$ cat src/rtl/syn_count_multi_if.sv
// ----------------------------------------------------------------------------
// syn_count_multi_if
// Bundles the control inputs and count outputs of syn_count_multi.
//   en    : count enable               (master -> slave)
//   mode  : 00 up, 01 down, 10 Johnson, 11 ring (master -> slave)
//   load  : synchronous load of d      (master -> slave)
//   d     : load value, WIDTH bits     (master -> slave)
//   q     : registered count           (slave -> master)
//   tc    : terminal count flag        (slave -> master)
//   err   : one-cycle illegal-state correction pulse (slave -> master)
// ----------------------------------------------------------------------------
interface syn_count_multi_if #(
  parameter int WIDTH = 4
);
  logic             en;
  logic [1:0]       mode;
  logic             load;
  logic [WIDTH-1:0] d;
  logic [WIDTH-1:0] q;
  logic             tc;
  logic             err;

  modport master (
    output en, mode, load, d,
    input  q, tc, err
  );

  modport slave (
    input  en, mode, load, d,
    output q, tc, err
  );
endinterface

$ cat src/rtl/syn_count_multi.sv
// ----------------------------------------------------------------------------
// syn_count_multi
// WIDTH-bit counter with four run-time sequences (modulo up, modulo down,
// Johnson, one-hot ring), synchronous load, enable, terminal-count flag and
// self-correction of illegal states on an enabled step.
//   clk   : rising-edge clock
//   rst_n : asynchronous active-low reset (q=0, previous mode=up, err=0)
//   bus   : syn_count_multi_if slave (en, mode, load, d in; q, tc, err out)
// ----------------------------------------------------------------------------
module syn_count_multi #(
  parameter int WIDTH = 4,
  parameter int MOD   = 2**WIDTH
) (
  input  logic             clk,
  input  logic             rst_n,
  syn_count_multi_if.slave bus
);

  typedef enum logic [1:0] {
    MODE_UP   = 2'b00,
    MODE_DOWN = 2'b01,
    MODE_JOHN = 2'b10,
    MODE_RING = 2'b11
  } mode_e;

  localparam logic [WIDTH-1:0] ZERO_C     = {WIDTH{1'b0}};
  localparam logic [WIDTH-1:0] ONE_C      = WIDTH'(1);
  localparam logic [WIDTH-1:0] MOD_M1_C   = WIDTH'(MOD - 1);
  localparam logic [WIDTH-1:0] MSB_ONLY_C = {1'b1, {(WIDTH-1){1'b0}}};
  localparam logic [WIDTH:0]   MOD_WIDE_C = (WIDTH+1)'(MOD);

  logic [WIDTH-1:0] q_r;
  logic [1:0]       mode_r;
  logic             err_r;

  logic [WIDTH-1:0] seed_s;
  logic [WIDTH-1:0] term_s;
  logic [WIDTH-1:0] next_s;
  logic             fix_s;
  logic             bin_illegal_s;
  logic             tc_s;

  // A Johnson state is legal when adjacent bits differ in at most one place.
  function automatic logic john_legal(input logic [WIDTH-1:0] v);
    logic [WIDTH-2:0] diff;
    diff = v[WIDTH-1:1] ^ v[WIDTH-2:0];
    return ((diff & (diff - (WIDTH-1)'(1))) == {(WIDTH-1){1'b0}});
  endfunction

  // Exactly one bit set.
  function automatic logic is_onehot(input logic [WIDTH-1:0] v);
    return (v != ZERO_C) && ((v & (v - ONE_C)) == ZERO_C);
  endfunction

  // Binary states at or above the modulus are unreachable by counting.
  assign bin_illegal_s = ({1'b0, q_r} >= MOD_WIDE_C);

  // Seed and terminal state for the currently requested mode.
  always_comb begin
    seed_s = ZERO_C;
    term_s = MOD_M1_C;
    case (mode_e'(bus.mode))
      MODE_UP: begin
        seed_s = ZERO_C;
        term_s = MOD_M1_C;
      end
      MODE_DOWN: begin
        seed_s = MOD_M1_C;
        term_s = ZERO_C;
      end
      MODE_JOHN: begin
        seed_s = ZERO_C;
        term_s = MSB_ONLY_C;
      end
      MODE_RING: begin
        seed_s = ONE_C;
        term_s = MSB_ONLY_C;
      end
      default: begin
        seed_s = ZERO_C;
        term_s = MOD_M1_C;
      end
    endcase
  end

  // Next count for an enabled step, plus whether that step is a correction.
  always_comb begin
    next_s = q_r;
    fix_s  = 1'b0;
    case (mode_e'(bus.mode))
      MODE_UP: begin
        if (bin_illegal_s) begin
          next_s = ZERO_C;
          fix_s  = 1'b1;
        end else if (q_r == MOD_M1_C) begin
          next_s = ZERO_C;
        end else begin
          next_s = q_r + ONE_C;
        end
      end
      MODE_DOWN: begin
        if (bin_illegal_s) begin
          next_s = MOD_M1_C;
          fix_s  = 1'b1;
        end else if (q_r == ZERO_C) begin
          next_s = MOD_M1_C;
        end else begin
          next_s = q_r - ONE_C;
        end
      end
      MODE_JOHN: begin
        if (john_legal(q_r)) begin
          next_s = {q_r[WIDTH-2:0], ~q_r[WIDTH-1]};
        end else begin
          next_s = ZERO_C;
          fix_s  = 1'b1;
        end
      end
      MODE_RING: begin
        if (is_onehot(q_r)) begin
          next_s = {q_r[WIDTH-2:0], q_r[WIDTH-1]};
        end else begin
          next_s = ONE_C;
          fix_s  = 1'b1;
        end
      end
      default: begin
        next_s = q_r;
        fix_s  = 1'b0;
      end
    endcase
  end

  // Count register: load beats mode-change seeding beats counting.
  always_ff @(posedge clk or negedge rst_n) begin
    if (!rst_n) begin
      q_r    <= ZERO_C;
      mode_r <= 2'b00;
      err_r  <= 1'b0;
    end else begin
      // Previous mode tracks the input every edge, even under load or en=0.
      mode_r <= bus.mode;
      if (bus.load) begin
        q_r   <= bus.d;
        err_r <= 1'b0;
      end else if (bus.mode != mode_r) begin
        q_r   <= seed_s;
        err_r <= 1'b0;
      end else if (bus.en) begin
        q_r   <= next_s;
        err_r <= fix_s;
      end else begin
        q_r   <= q_r;
        err_r <= 1'b0;
      end
    end
  end

  // Terminal count is suppressed while loading, disabled, reseeding or in reset.
  always_comb begin
    tc_s = 1'b0;
    if (rst_n && bus.en && !bus.load && (bus.mode == mode_r)) begin
      tc_s = (q_r == term_s);
    end else begin
      tc_s = 1'b0;
    end
  end

  assign bus.q   = q_r;
  assign bus.err = err_r;
  assign bus.tc  = tc_s;

endmodule

$ cat src/flat_wrapper.sv
// flat-port wrapper written by rule: the top's interface ports become plain ports
module syn_count_multi_flat 
#(
  parameter int WIDTH = 4,
  parameter int MOD   = 2**WIDTH
)
  (clk, rst_n, bus_en, bus_mode, bus_load, bus_d, bus_q, bus_tc, bus_err);
  syn_count_multi_if #(.WIDTH(WIDTH)) bus_i ();
  input  logic clk;
  input  logic rst_n;
  input wire logic [$bits(bus_i.en)-1:0] bus_en;
  input wire logic [$bits(bus_i.mode)-1:0] bus_mode;
  input wire logic [$bits(bus_i.load)-1:0] bus_load;
  input wire logic [$bits(bus_i.d)-1:0] bus_d;
  output wire logic [$bits(bus_i.q)-1:0] bus_q;
  output wire logic [$bits(bus_i.tc)-1:0] bus_tc;
  output wire logic [$bits(bus_i.err)-1:0] bus_err;
  assign bus_i.en = bus_en;
  assign bus_i.mode = bus_mode;
  assign bus_i.load = bus_load;
  assign bus_i.d = bus_d;
  assign bus_q = bus_i.q;
  assign bus_tc = bus_i.tc;
  assign bus_err = bus_i.err;
  syn_count_multi #(.WIDTH(WIDTH), .MOD(MOD)) u_core (.clk(clk), .rst_n(rst_n), .bus(bus_i));
endmodule
$ cat config.mk
export PLATFORM = sky130hd
export DESIGN_NAME = syn_count_multi_flat
export DESIGN_NICKNAME = d
export VERILOG_FILES = /design/src/rtl/syn_count_multi_if.sv /design/src/rtl/syn_count_multi.sv /design/src/flat_wrapper.sv
export SDC_FILE = /design/constraint.sdc
export NUM_CORES = 1
export LEC_CHECK = 0
export ABC_AREA = 1
export BUFFER_PORTS_ARGS = -buffer_cell sky130_fd_sc_hd__buf_2
export CELL_PAD_IN_SITES_DETAIL_PLACEMENT = 2
export CELL_PAD_IN_SITES_GLOBAL_PLACEMENT = 2
export CORE_ASPECT_RATIO = 1.5
export CORE_MARGIN = 1
export CORE_UTILIZATION = 26
export CTS_BUF_LIST = sky130_fd_sc_hd__clkbuf_4
export DETAILED_ROUTE_END_ITERATION = 10
export PLACE_DENSITY = 0.76
export SLEW_MARGIN = 20
export SYNTH_ARGS = -nofsm -noshare
export SYNTH_HDL_FRONTEND = slang
export SYNTH_SLANG_ARGS = --single-unit
$ cat constraint.sdc
create_clock -name clk -period 1.6 [get_ports clk]
set_input_delay 0.08 -clock clk [delete_from_list [all_inputs] [get_ports clk]]
set_output_delay 0.08 -clock clk [all_outputs]
set_load 0.03 [all_outputs]
==> flow_metrics.tcl <==
set metrics [dict create \
    outcome "finished with violations" \
    violations "setup timing" \
    die_height_um 69.0 \
    nets 189 \
    grt_start_max_net_pins 10 \
    antenna_found_initial 0 \
    worst_path_largest_cell_delay_ns 0.45 \
    cap_violations 0 \
    intPower_uw 557 \
    synth_common_cells "47 x nand2_1, 20 x inv_1, 12 x nand3_1" \
    routabilityCongestion 0.814 \
    port_buffers 15 \
    clkSinkCount 7 \
    synth_nets 147 \
    peakVddDrop_mv 0.439 \
    pwr-share-seq_pct 21.4 \
    clock_latency_ns 0.26 \
    p_switching_uw 453 \
    core_area_um2 2760 \
    cpMaxStageDelayCell "dfrtp_2" \
    ys_seq_elements 7 \
    post_layout_nonfiller_instances 205 \
    synth-edff-count 0 \
    finalPower_mw 1.01 \
    maxSlewViolCount 0 \
    worst_pin_slew_ns 0.386 \
    finalWirelength_um 3440 \
    cts_tree "built" \
    ys.flop_type "dfrtp_1" \
    root_buffer "clkbuf_4" \
    crit_arrival_ns 1.62 \
    power.share.switching_pct 44.9 \
    holdCritPathClass "in2reg" \
    synth_cell_types 15 \
    post_drt_wl_per_cell_um 16.8 \
    synth.most_common_cell "nand2_1" \
    finalClockSkew_ns 0.0125 \
    p_leak_nw 0.663 \
    grtUsageTotal_pct 24.8 \
    stdcell_area_um2 1270 \
    area_growth_pct 63.1 \
    drc 0 \
    whs_ns 0.0220 \
    grt_overflow_total 0 \
    hold_viol 0 \
    clock.fmax_ghz 0.587 \
    crit_required_ns 1.52 \
    rr_worst_depth 14 \
    async_reset_ff_share_pct 100 \
    utilization_pct 45.9 \
    pin_count 16 \
    setup_violations 6 \
    endpoint_kind "output port" \
    grt_first_pass_wirelength_um 5550 \
    startpoint_type "flop" \
    initial_core_util_pct 28.1 \
    finalCriticalPeriod_ns 1.70 \
    htreeDepth 1 \
    drt_iter0_markers 20 \
    combPwrFrac_pct 62.3 \
    viasPerCell 4.91 \
    synthCells 127 \
    drt_first_pass_iters 4 \
    final.setup.tns_ns -0.493 \
    routed-via-count 1006 \
    yosysTopAreaCell "nand2_1" \
    clkPwrFrac_pct 16.3 \
    relSlewSlack_pct 74.1 \
    p_per_area_nw_per_um2 797 \
    cp_max_fo 5 \
    ys_top_cells_by_area "nand2_1 23%, dfrtp_1 23%, ha_1 16%" \
    post-route-period-util_pct 106 \
    insertedDiodeCount 0 \
    rsz0062_at_grt "true" \
    pre_cts_ws_ns -0.121 \
    rows 23 \
    dieArea_um2 3220 \
    final_antenna_net_count 0 \
    crit_type "reg2out" \
    clk_pin_slew_ns 0.06 \
    grt_pass1_vias 1152 \
    placed_area_um2 1040 \
    die_w_um 46.6 \
    finalWorstSetupSlack_ns -0.103 \
    clockBufferDepth 2 \
    cts_buffers 3 \
    synth_top_area_share_pct 22.7 \
    dp.cells 191 \
    crit_chain "buf_4 > buf_6 > buf_6 > nand4_1 > o21ai_2 > nand4_1 > nor2_1 > buf_4" \
    dp.final_hpwl_um 2550 \
    ys_seq_area_share_pct 22.5 \
    yosysWarnings 0 \
    whs_path_depth 1 \
    synth_area_um2 777 \
    avgSynthCellArea_um2 6.12 \
    drive_gt1_share_pct 41.1 \
]
sequential cells by signal (all words and copies together) (netlist names):
| name | flops |
|---|---|
| u_core.bus.err | 1 |
| u_core.bus.q | 4 |
| u_core.mode_r | 2 |
routing by layer:
layer | share of wire [%] | GRT usage [%] | vias to the layer above | wire [um]
li1 | - | - | 482 | -
met1 | 36 | 26.0 | 489 | 1230
met2 | 58 | 46.9 | 23 | 1990
met3 | 1.9 | 0.521 | 12 | 65
met4 | 4.4 | 14.3 | 0 | 153
met5 | 0 | 0 | - | 0
final cells by class:
cell class | count | area (um2)
fill | 340 | 1500
multi-input combinational | 98 | 657
timing repair buffer | 38 | 270
sequential | 7 | 180
inverter | 21 | 86.3
tap | 37 | 46.3
clock buffer | 3 | 22.5
clock inverter | 1 | 5.00
repair_timing:
item                                    4_1_cts  5_1_grt
pin swaps                                    12        9
endpoints found under the setup margin        5        6
buffers inserted                              6        3
hold buffers                                  2        0
hold endpoints to repair                      8        0
gates resized for setup                      18        9
worst max-delay path, delay by kind of cell, from the launching register on:
family                 cells  cell delay [ns]
DFF                        1             0.45
AOI/OAI and AO/OA          1             0.08
buffers and inverters      4             0.49
and+or+nand+nor            3             0.34
logic make-up after synthesis:
kind of cell	count (synthesis)	synth area share, %
DFF	7	22.5
adders and majority gates	10	16.1
buffers and inverters	22	10.8
AOI/OAI and AO/OA	10	6.44
and+or+nand+nor	76	41.9
xor gates and xnor gates	2	2.25
cells in the final DEF, fill, tap and decap left out, drive strengths merged:
cell and instances:
clkbuf 3, ha 10, clkinv 1, o21ai 6, inv 21, nand4 6
dfrtp 7, nand2 49, xnor2 2, a21oi 4, nor2 9, dlygate4sd3 2
buf 36, nand3 12
worst paths after layout:
path	to	startpoint	slack, ns
max	bus_tc	u_core.bus.q[0]	-0.10
min	u_core.mode_r[0]	bus_mode[0]	0.02
max reg2reg	u_core.bus.q[2]	u_core.bus.q[1]	-0.10
min reg2reg	u_core.bus.q[3]	u_core.bus.q[3]	0.66
max in group asynchronous	u_core.bus.q[1]	rst_n	1.20
min in group asynchronous	u_core.bus.err	rst_n	0.20
power by group through the flow:
stage	combinational (mW)	clock, mW	sequential (mW)
CTS	0.584	0.172	0.216
global route	0.694	0.183	0.218
detailed placement	0.485	0	0.219
global placement	0.461	0	0.217
floorplan	0.243	0	0.254
finish	0.629	0.165	0.216
Note: power is estimated with default switching activity, not from simulation.
